`config.mk`:
```
export PLATFORM = sky130hd
export DESIGN_NAME = mmc_round_scheduler
export DESIGN_NICKNAME = d
export VERILOG_FILES = /design/src/rtl/mmc_round_scheduler.sv
export SDC_FILE = /design/constraint.sdc
export NUM_CORES = 1
export LEC_CHECK = 0
export CORE_MARGIN = 4
export CORE_UTILIZATION = 45
export CTS_CLUSTER_DIAMETER = 200
export DETAILED_ROUTE_END_ITERATION = 7
export PLACE_DENSITY = 0.92
export SLEW_MARGIN = 10
export SYNTH_ARGS = -nofsm -noshare
export SYNTH_HDL_FRONTEND = slang
export SYNTH_SLANG_ARGS = --single-unit
```
`constraint.sdc`:
```
create_clock -name clk -period 3 [get_ports clk]
set_input_delay 0.6 -clock clk [delete_from_list [all_inputs] [get_ports clk]]
set_output_delay 0.6 -clock clk [all_outputs]
set_load 0.005 [all_outputs]
```
`src/rtl/mmc_round_scheduler.sv`:
```
// mmc_round_scheduler: round-robin arbiter, round sequencer and scorekeeper for the shared counter.
// Optional RUN timeout enabled by defining MMC_SCHED_TIMEOUT_EN.
module mmc_round_scheduler #(
    parameter int ROUND_LIMIT = 15,
    parameter int TIMEOUT = 32
) (
    input  logic       clk,
    input  logic       rst_n,
    input  logic [1:0] req,
    input  logic [1:0] req_mode0,
    input  logic [1:0] req_mode1,
    input  logic [3:0] req_init0,
    input  logic [3:0] req_init1,
    input  logic       new_game,
    input  logic [3:0] count,
    output logic [1:0] grant,
    output logic [1:0] ctrlBus,
    output logic [3:0] initValue,
    output logic       INIT,
    output logic       round_done,
    output logic       round_abort,
    output logic [3:0] score0,
    output logic [3:0] score1,
    output logic       GAMEOVER,
    output logic [1:0] WHO,
    output logic       busy
);
    typedef enum logic [2:0] {IDLE, LOAD, RUN, SCORE, OVER} state_t;
    localparam logic [3:0] LIMIT = 4'(ROUND_LIMIT);
    state_t state, state_nx;
    logic last, owner, pick, terminal, inc_p, win, abort, expire;
    logic [4:0] step;
    logic [3:0] inc_score, new_score;
    assign owner = grant[1];
    // 1 selects player 1: a lone request wins, a tie goes to whoever was not served last
    assign pick = ~req[0] | (req[1] & ~last);
    assign step = ctrlBus[0] ? 5'd2 : 5'd1;
    assign terminal = ctrlBus[1] ? ({1'b0, count} < step) : ({1'b0, count} >= 5'd16 - step);
    assign inc_p = ctrlBus[1] ? ~owner : owner;
    assign inc_score = inc_p ? score1 : score0;
    assign new_score = (inc_score == 4'hF) ? 4'hF : inc_score + 4'd1;
    assign win = !abort && new_score == LIMIT;
`ifdef MMC_SCHED_TIMEOUT_EN
    localparam logic [7:0] TMO = 8'(TIMEOUT - 1);
    logic [7:0] run_cnt;
    assign expire = run_cnt == TMO;
    always_ff @(posedge clk) begin
        if (!rst_n) begin
            run_cnt <= '0;
            abort <= 1'b0;
        end else begin
            run_cnt <= (state == RUN) ? run_cnt + 8'd1 : 8'd0;
            if (state == RUN) abort <= !terminal;
        end
    end
`else
    logic [7:0] unused_timeout;
    assign unused_timeout = 8'(TIMEOUT);
    assign expire = 1'b0;
    assign abort = 1'b0;
`endif
    always_ff @(posedge clk) state <= !rst_n ? IDLE : state_nx;
    always_comb begin
        state_nx = state;
        case (state)
            IDLE:    state_nx = |req ? LOAD : IDLE;
            LOAD:    state_nx = RUN;
            RUN:     state_nx = (terminal || expire) ? SCORE : RUN;
            SCORE:   state_nx = win ? OVER : IDLE;
            OVER:    state_nx = new_game ? IDLE : OVER;
            default: state_nx = IDLE;
        endcase
    end
    assign INIT = state == LOAD;
    assign busy = state == LOAD || state == RUN || state == SCORE;
    assign round_done = state == SCORE && !abort;
    assign round_abort = state == SCORE && abort;
    always_ff @(posedge clk) begin
        if (!rst_n) begin
            grant <= 2'b00;
            ctrlBus <= 2'b00;
            initValue <= 4'd0;
            last <= 1'b1;
            score0 <= 4'd0;
            score1 <= 4'd0;
            GAMEOVER <= 1'b0;
            WHO <= 2'b00;
        end else begin
            case (state)
                IDLE: if (|req) begin
                    grant <= pick ? 2'b10 : 2'b01;
                    ctrlBus <= pick ? req_mode1 : req_mode0;
                    initValue <= pick ? req_init1 : req_init0;
                end
                SCORE: begin
                    last <= owner;
                    grant <= 2'b00;
                    if (!abort) begin
                        if (inc_p) score1 <= new_score;
                        else score0 <= new_score;
                        if (win) begin
                            GAMEOVER <= 1'b1;
                            WHO <= inc_p ? 2'b10 : 2'b01;
                        end
                    end
                end
                OVER: if (new_game) begin
                    score0 <= 4'd0;
                    score1 <= 4'd0;
                    GAMEOVER <= 1'b0;
                    WHO <= 2'b00;
                    last <= 1'b1;
                end
                default: ;
            endcase
        end
    end
endmodule

```
==> results of run 1 <==
## final timing paths
path / start / to / slack (ns) / cells past startpoint
worst max-delay path: ctrlBus[1] / WHO[1] / 0.47 / 8
worst max register to register: ctrlBus[1] / WHO[1] / 0.47 / 8
worst min-delay path: GAMEOVER / GAMEOVER / 0.48 / 2
worst min register to register: GAMEOVER / GAMEOVER / 0.48 / 2
## state kept, by name, summed over array words and instances (netlist names)
register and flops:
initValue 4, ctrlBus 2, GAMEOVER 1, score1 4
grant 2, score0 4, last 1, state 3
WHO 2
## power by group
group | switching, mW | leakage [nW] | internal (mW)
combinational | 0.105 | 0.540 | 0.131
clock | 0.0957 | 0.0150 | 0.0519
sequential | 0.0228 | 0.188 | 0.329
total | 0.224 | 0.743 | 0.512
## logic make-up after synthesis
logic type	synth area share, %
flops	36.1
other cells	0.294
simple gates	24.6
mux	11.6
buf+inv	4.21
xor+xnor	2.06
compound gates	18.2
fa+ha+maj	2.94
## cell type report
type | count | area share [%]
inverter | 5 | 1.07
multi-input combinational | 113 | 43.4
tap | 31 | 2.21
clock buffer | 4 | 1.50
sequential | 23 | 26.2
timing repair buffer | 46 | 25.6
## worst max-delay path, cell delays in order, from the launching register on
cell and delay [ns]:
dfxtp_1 0.46, xor2_1 0.23, mux2_1 0.37, ha_1 0.32, nor2b_1 0.18, o21ai_0 0.09
mux2_4 0.27, a211o_1 0.36, mux2i_1 0.15
## metrics by stage
stage          hold slack (ns)  cells
5_1_grt                  0.511    222
3_3_place_gp             0.448    218
2_1_floorplan            0.451    147
6_report                 0.475    222
3_5_place_dp             0.456    218
4_1_cts                  0.473    222
## routing by layer
metal	global-route usage [%]	vias up
li1	-	610
met1	21.3	608
met2	31.9	58
met3	3.98	7
met4	7.12	0
met5	0	-
## placed cells by master (no fill, tap or decap), types with 3 or more instances in the layout
master and instances:
nor2_1 7, nor3b_1 3, o21ai_1 5, o21ai_0 3, o211a_1 6, inv_1 4, mux2i_1 11, ha_1 3
nand2b_1 3, clkdlybuf4s50_1 42, clkbuf_4 3, buf_4 4, nand2_1 20, dfxtp_1 23, nor3_1 5, nand3_1 7
and2_1 4, o2bb2ai_1 4, nor2b_1 3, a21oi_1 5
==> run metrics, run 1 <==
total global-route track usage=18.1%; Layout area overhead=37.6%; CTS tree=yes; outcome=finished clean; Post-Syn Instances=between 100 and 150; top cells by count, synth=dfxtp_1, nand2_1, mux2i_1, nand3_1, nor2_1; layout cells sized above 1=under 10%; vias in the first global route=between 1000 and 1500; gpl congestion=around 0.85; 1st-pass router iterations=4; Detailed Place HPWL=roughly 2500 um; H-tree levels=1; final total power=~0.74 mW; largest net degree at the start of global routing=25; diode count=0; Syn Std Cell Area=~1300 um2; Die X=~60 um; initial antenna violation count=0; arrival time at the worst endpoint=2.74 ns; Seq/Total Area, Yosys=36.1%; # fillers=between 200 and 250; CP Capture Type=flop; metal3 WL=around 250 um; global route overflow=0; top post-synthesis cells by area=dfxtp_1, mux2i_1, nand2_1; Post-Route WL=3220 um; Synth top area share=about 36%; final setup vio count=0; worst clock skew=slightly above 0.006 ns; wl on met1=between 1000 and 1500 um; Yosys reg bits=23; Pleak=around 0.74 nW; CP Max Fanout=6; Cell Area, Placed=around 1700 um2; critical path startpoint category=flop; Layout Nets=between 200 and 250; Worst-Skew Late Latency=slightly above 0.3 ns; Max-Cap Viols=0; P per Cell Area=between 400 and 500 nW/um2; routed length on met2=roughly 1500 um; DIE AREA=between 3000 and 4000 um2; Max IR drop VDD=around 0.29 mV; final worst-path setup slack=0.472 ns; final worst path period share=a little over four fifths; num rows=19; CTS root buf=clkbuf_4; clock sink count=23; vias per inst=approximately 5.8; Cell variety after synth=40; CTS clock-pin slew for the worst setup and hold paths=between 0.1 and 0.15 ns; DR top layer=met4; Syn Area/Cell=8.68 um2; f_max=a little under 400 MHz; post-route cell area=~1800 um2; class of the worst hold path=flop to flop; ys async rst share=0%; first-pass GRT wire length=approximately 5200 um; Core Util, Final=~64%; most frequent cell after synthesis=dfxtp_1; required time worst endpoint=around 3.2 ns; post-CTS sizing=0; Post-CTS Setup Inserts=0; fin crit period=between 2 and 3 ns; cell taking the most area after synthesis=dfxtp_1; core box area=between 2000 and 3000 um2; PortBufs=42; area of the multi-input gates=762 um2; cts bufs inserted=3; final hold vios=0; syn nets=between 150 and 200; Longest Clk Path Bufs=2; initial drt markers=43; register area=approximately 460 um2; number of flops mapped to enable cells by yosys=0; CP Class=flop to flop; drt wl/cell=14.5 um; Vias=1283; YS warnings=0; cts-stage hold buffer count=0; Initial Util=a little under half; IO Count=44; Setup WS pre-CTS=0.502 ns; setup_tns=0 ns; main flop type after synthesis=dfxtp_1; RSZ-0062 raised after global routing=false; Slew Limit Fails=0; DRC=0; post-route ant nets=0; Vert. Die Dim=61.3 um
(Power assumes the default switching activity.)
==> run 2, diff against run 1 <==
Settings changed: CORE_UTILIZATION 45 to 40, PLACE_DENSITY 0.92 to 0.87.
Clock period 3 ns to 2.1 ns, I/O delays scaled along.
==> run 2 against run 1 <==
Compared with the run above:
- the run now ends with negative setup slack left
- via count down 5.1%
- total power up 51%
- routed wire length down 0.53%
- critical path depth unchanged
- worst setup slack worse by 0.58 ns
- global-route usage down 1.6 points
- cell count up 9.5%
- non-clock buffer count up 8
- first-iteration DRC count down 2.3%
- utilization down 1.6 points
- clock power up 45%
- highest routed layer unchanged
==> run metrics, run 2 (same netlist as run 1, synthesis figures left out) <==
CP Max Fanout=4 (-2); cts bufs inserted=3 (unchanged); Detailed Place HPWL=2490 um (-0.49%); Initial Util=41.8% (-4.9 points); Die X=64.5 um (+5.3%); CTS clock-pin slew for the worst setup and hold paths=0.13 ns (about the same); crit path cell chain=xor2_4 -> mux2_4 -> ha_4 -> nor2b_4 -> o21ai_1 -> mux2_4 -> a211o_1 -> mux2i_1; CTS root buf=clkbuf_4; Crit path largest cell delay=0.38 ns (-0.08 ns); f_max=454 MHz (+15%); Max-Cap Viols=0 (unchanged); H-tree levels=1 (unchanged); post-route cell area=1910 um2 (+8.9%); Longest Clk Path Bufs=2 (unchanged); vias in the first global route=1158 (-8.5%); CP Capture Type=flop; Post-Route WL=3200 um (-0.53%); post-route ant nets=0 (unchanged); DIE AREA=4160 um2 (+11%); final worst-path setup slack=-0.104 ns (-0.576 ns); Vert. Die Dim=64.5 um (+5.3%); RSZ-0062 raised after global routing=true; class of the worst hold path=flop to flop; initial antenna violation count=0 (unchanged); final setup vio count=4 (+4); clock sink count=23 (unchanged); Vias=1217 (-5.1%); outcome=finished with violations; PortBufs=42 (unchanged); required time worst endpoint=2.33 ns (-0.88 ns); largest net degree at the start of global routing=24 (-4.0%); gpl congestion=0.944 (+11%); final hold vios=0 (unchanged); first-pass GRT wire length=5250 um (+0.79%); DRC=0 (unchanged); CTS tree=yes; initial drt markers=42 (-2.3%); arrival time at the worst endpoint=2.44 ns (-0.30 ns); worst clock skew=0.00834 ns (+0.00211 ns); global route overflow=0 (unchanged); Worst-Skew Late Latency=0.33 ns (+0.02 ns); commonest non-fill, non-tap cell in the layout=clkdlybuf4s50_1; critical path startpoint category=flop; diode count=0 (unchanged); layout cells sized above 1=16.6% (+10 points); failing checks=negative setup slack; Pleak=0.812 nW (+9.3%); Layout Nets=224 (+3.7%); Cell Area, Placed=1840 um2 (+6.2%); num rows=20 (+1); CP Class=flop to flop; final worst path period share=105% (+21 points); biggest regs=initValue (4), score0 (4), score1 (4); most frequent CP cell=mux2_4; 1st-pass router iterations=4 (unchanged); core box area=3050 um2 (+12%); P per Cell Area=580 nW/um2 (+38%); cts-stage hold buffer count=0 (unchanged); Max IR drop VDD=0.344 mV (+21%); setup_tns=-0.368 ns (-0.368 ns); critical path's slowest cell=dfxtp_4; Layout area overhead=49.9%; most frequent cells in the layout=clkdlybuf4s50_1, dfxtp_1, nand2_1, buf_4, mux2i_1; Slew Limit Fails=0 (unchanged); vias per inst=5.01 (-13%); IO Count=44 (unchanged); fin crit period=2.20 ns (-0.324 ns); total global-route track usage=16.5% (-1.6 points); drt wl/cell=13.2 um (-9.1%)
[run 2: cell count changes in the layout (fill, tap and decap cells not counted), sizes merged]
cell / delta
clkdlybuf4s50: -1
clkinv: +1
dlymetal6s2s: +1
buf: +8
clkbuf: -1
[run 2: area by class of cell]
cell class / instances / area (um2)
repair buffers: 54 / 513
well taps: 44 / 55.1
clock inverters: 1 / 5.00
flip-flops and latches: 23 / 475
fillers: 284 / 1140
clock buffers: 3 / 22.5
inverters: 5 / 21.3
multi-input cells: 113 / 821
[run 2: critical path: cells and delay by family (launching register included)]
family	cells	cell delay (ns)
muxes	3	0.75
DFF	1	0.38
AOI/OAI and AO/OA	2	0.39
and+or+nand+nor	1	0.13
adders and majority gates	1	0.27
xor gates and xnor gates	1	0.18
[run 2: power breakdown]
| part | internal, mW | leakage (nW) | switching (mW) | total, mW |
|---|---|---|---|---|
| Combinational | 0.223 | 0.604 | 0.168 | 0.391 |
| Sequential | 0.474 | 0.190 | 0.0300 | 0.504 |
| Clock | 0.0715 | 0.0177 | 0.143 | 0.215 |
[run 2: worst paths after layout]
check / from / end / slack (ns) / cells past startpoint
worst min-delay path: GAMEOVER / GAMEOVER / 0.47 / 2
worst min register to register: GAMEOVER / GAMEOVER / 0.47 / 2
worst max-delay path: grant[1] / WHO[0] / -0.10 / 8
worst max register to register: grant[1] / WHO[0] / -0.10 / 8
[run 2: per-stage QoR]
step | util, % | worst slack [ns] | std cells | hold WS [ns] | power (mW)
detailed placement | 60.2 | -0.0815 | 237 | 0.449 | 0.883
global route | 62.7 | -0.177 | 243 | 0.505 | 1.19
finish | 62.7 | -0.104 | 243 | 0.473 | 1.11
CTS | 61.6 | -0.0877 | 241 | 0.472 | 1.10
floorplan | - | -0.160 | 147 | 0.447 | 0.705
global placement | 60.2 | -0.0446 | 237 | 0.445 | 0.878
[run 2: timing repair]
item	in CTS	in global routing
setup buffers	0	2
setup endpoints to repair	5	5
resized for setup	7	3
pin swaps	0	0
[run 2: layer usage]
layer	vias up	wire length (um)	track usage [%]	share of wire [%]
met5	-	0	0	0
met4	0	82	9.23	2.6
met3	7	283	5.20	8.8
met2	51	1470	26.5	46
met1	533	1370	19.3	43
li1	626	-	-	-
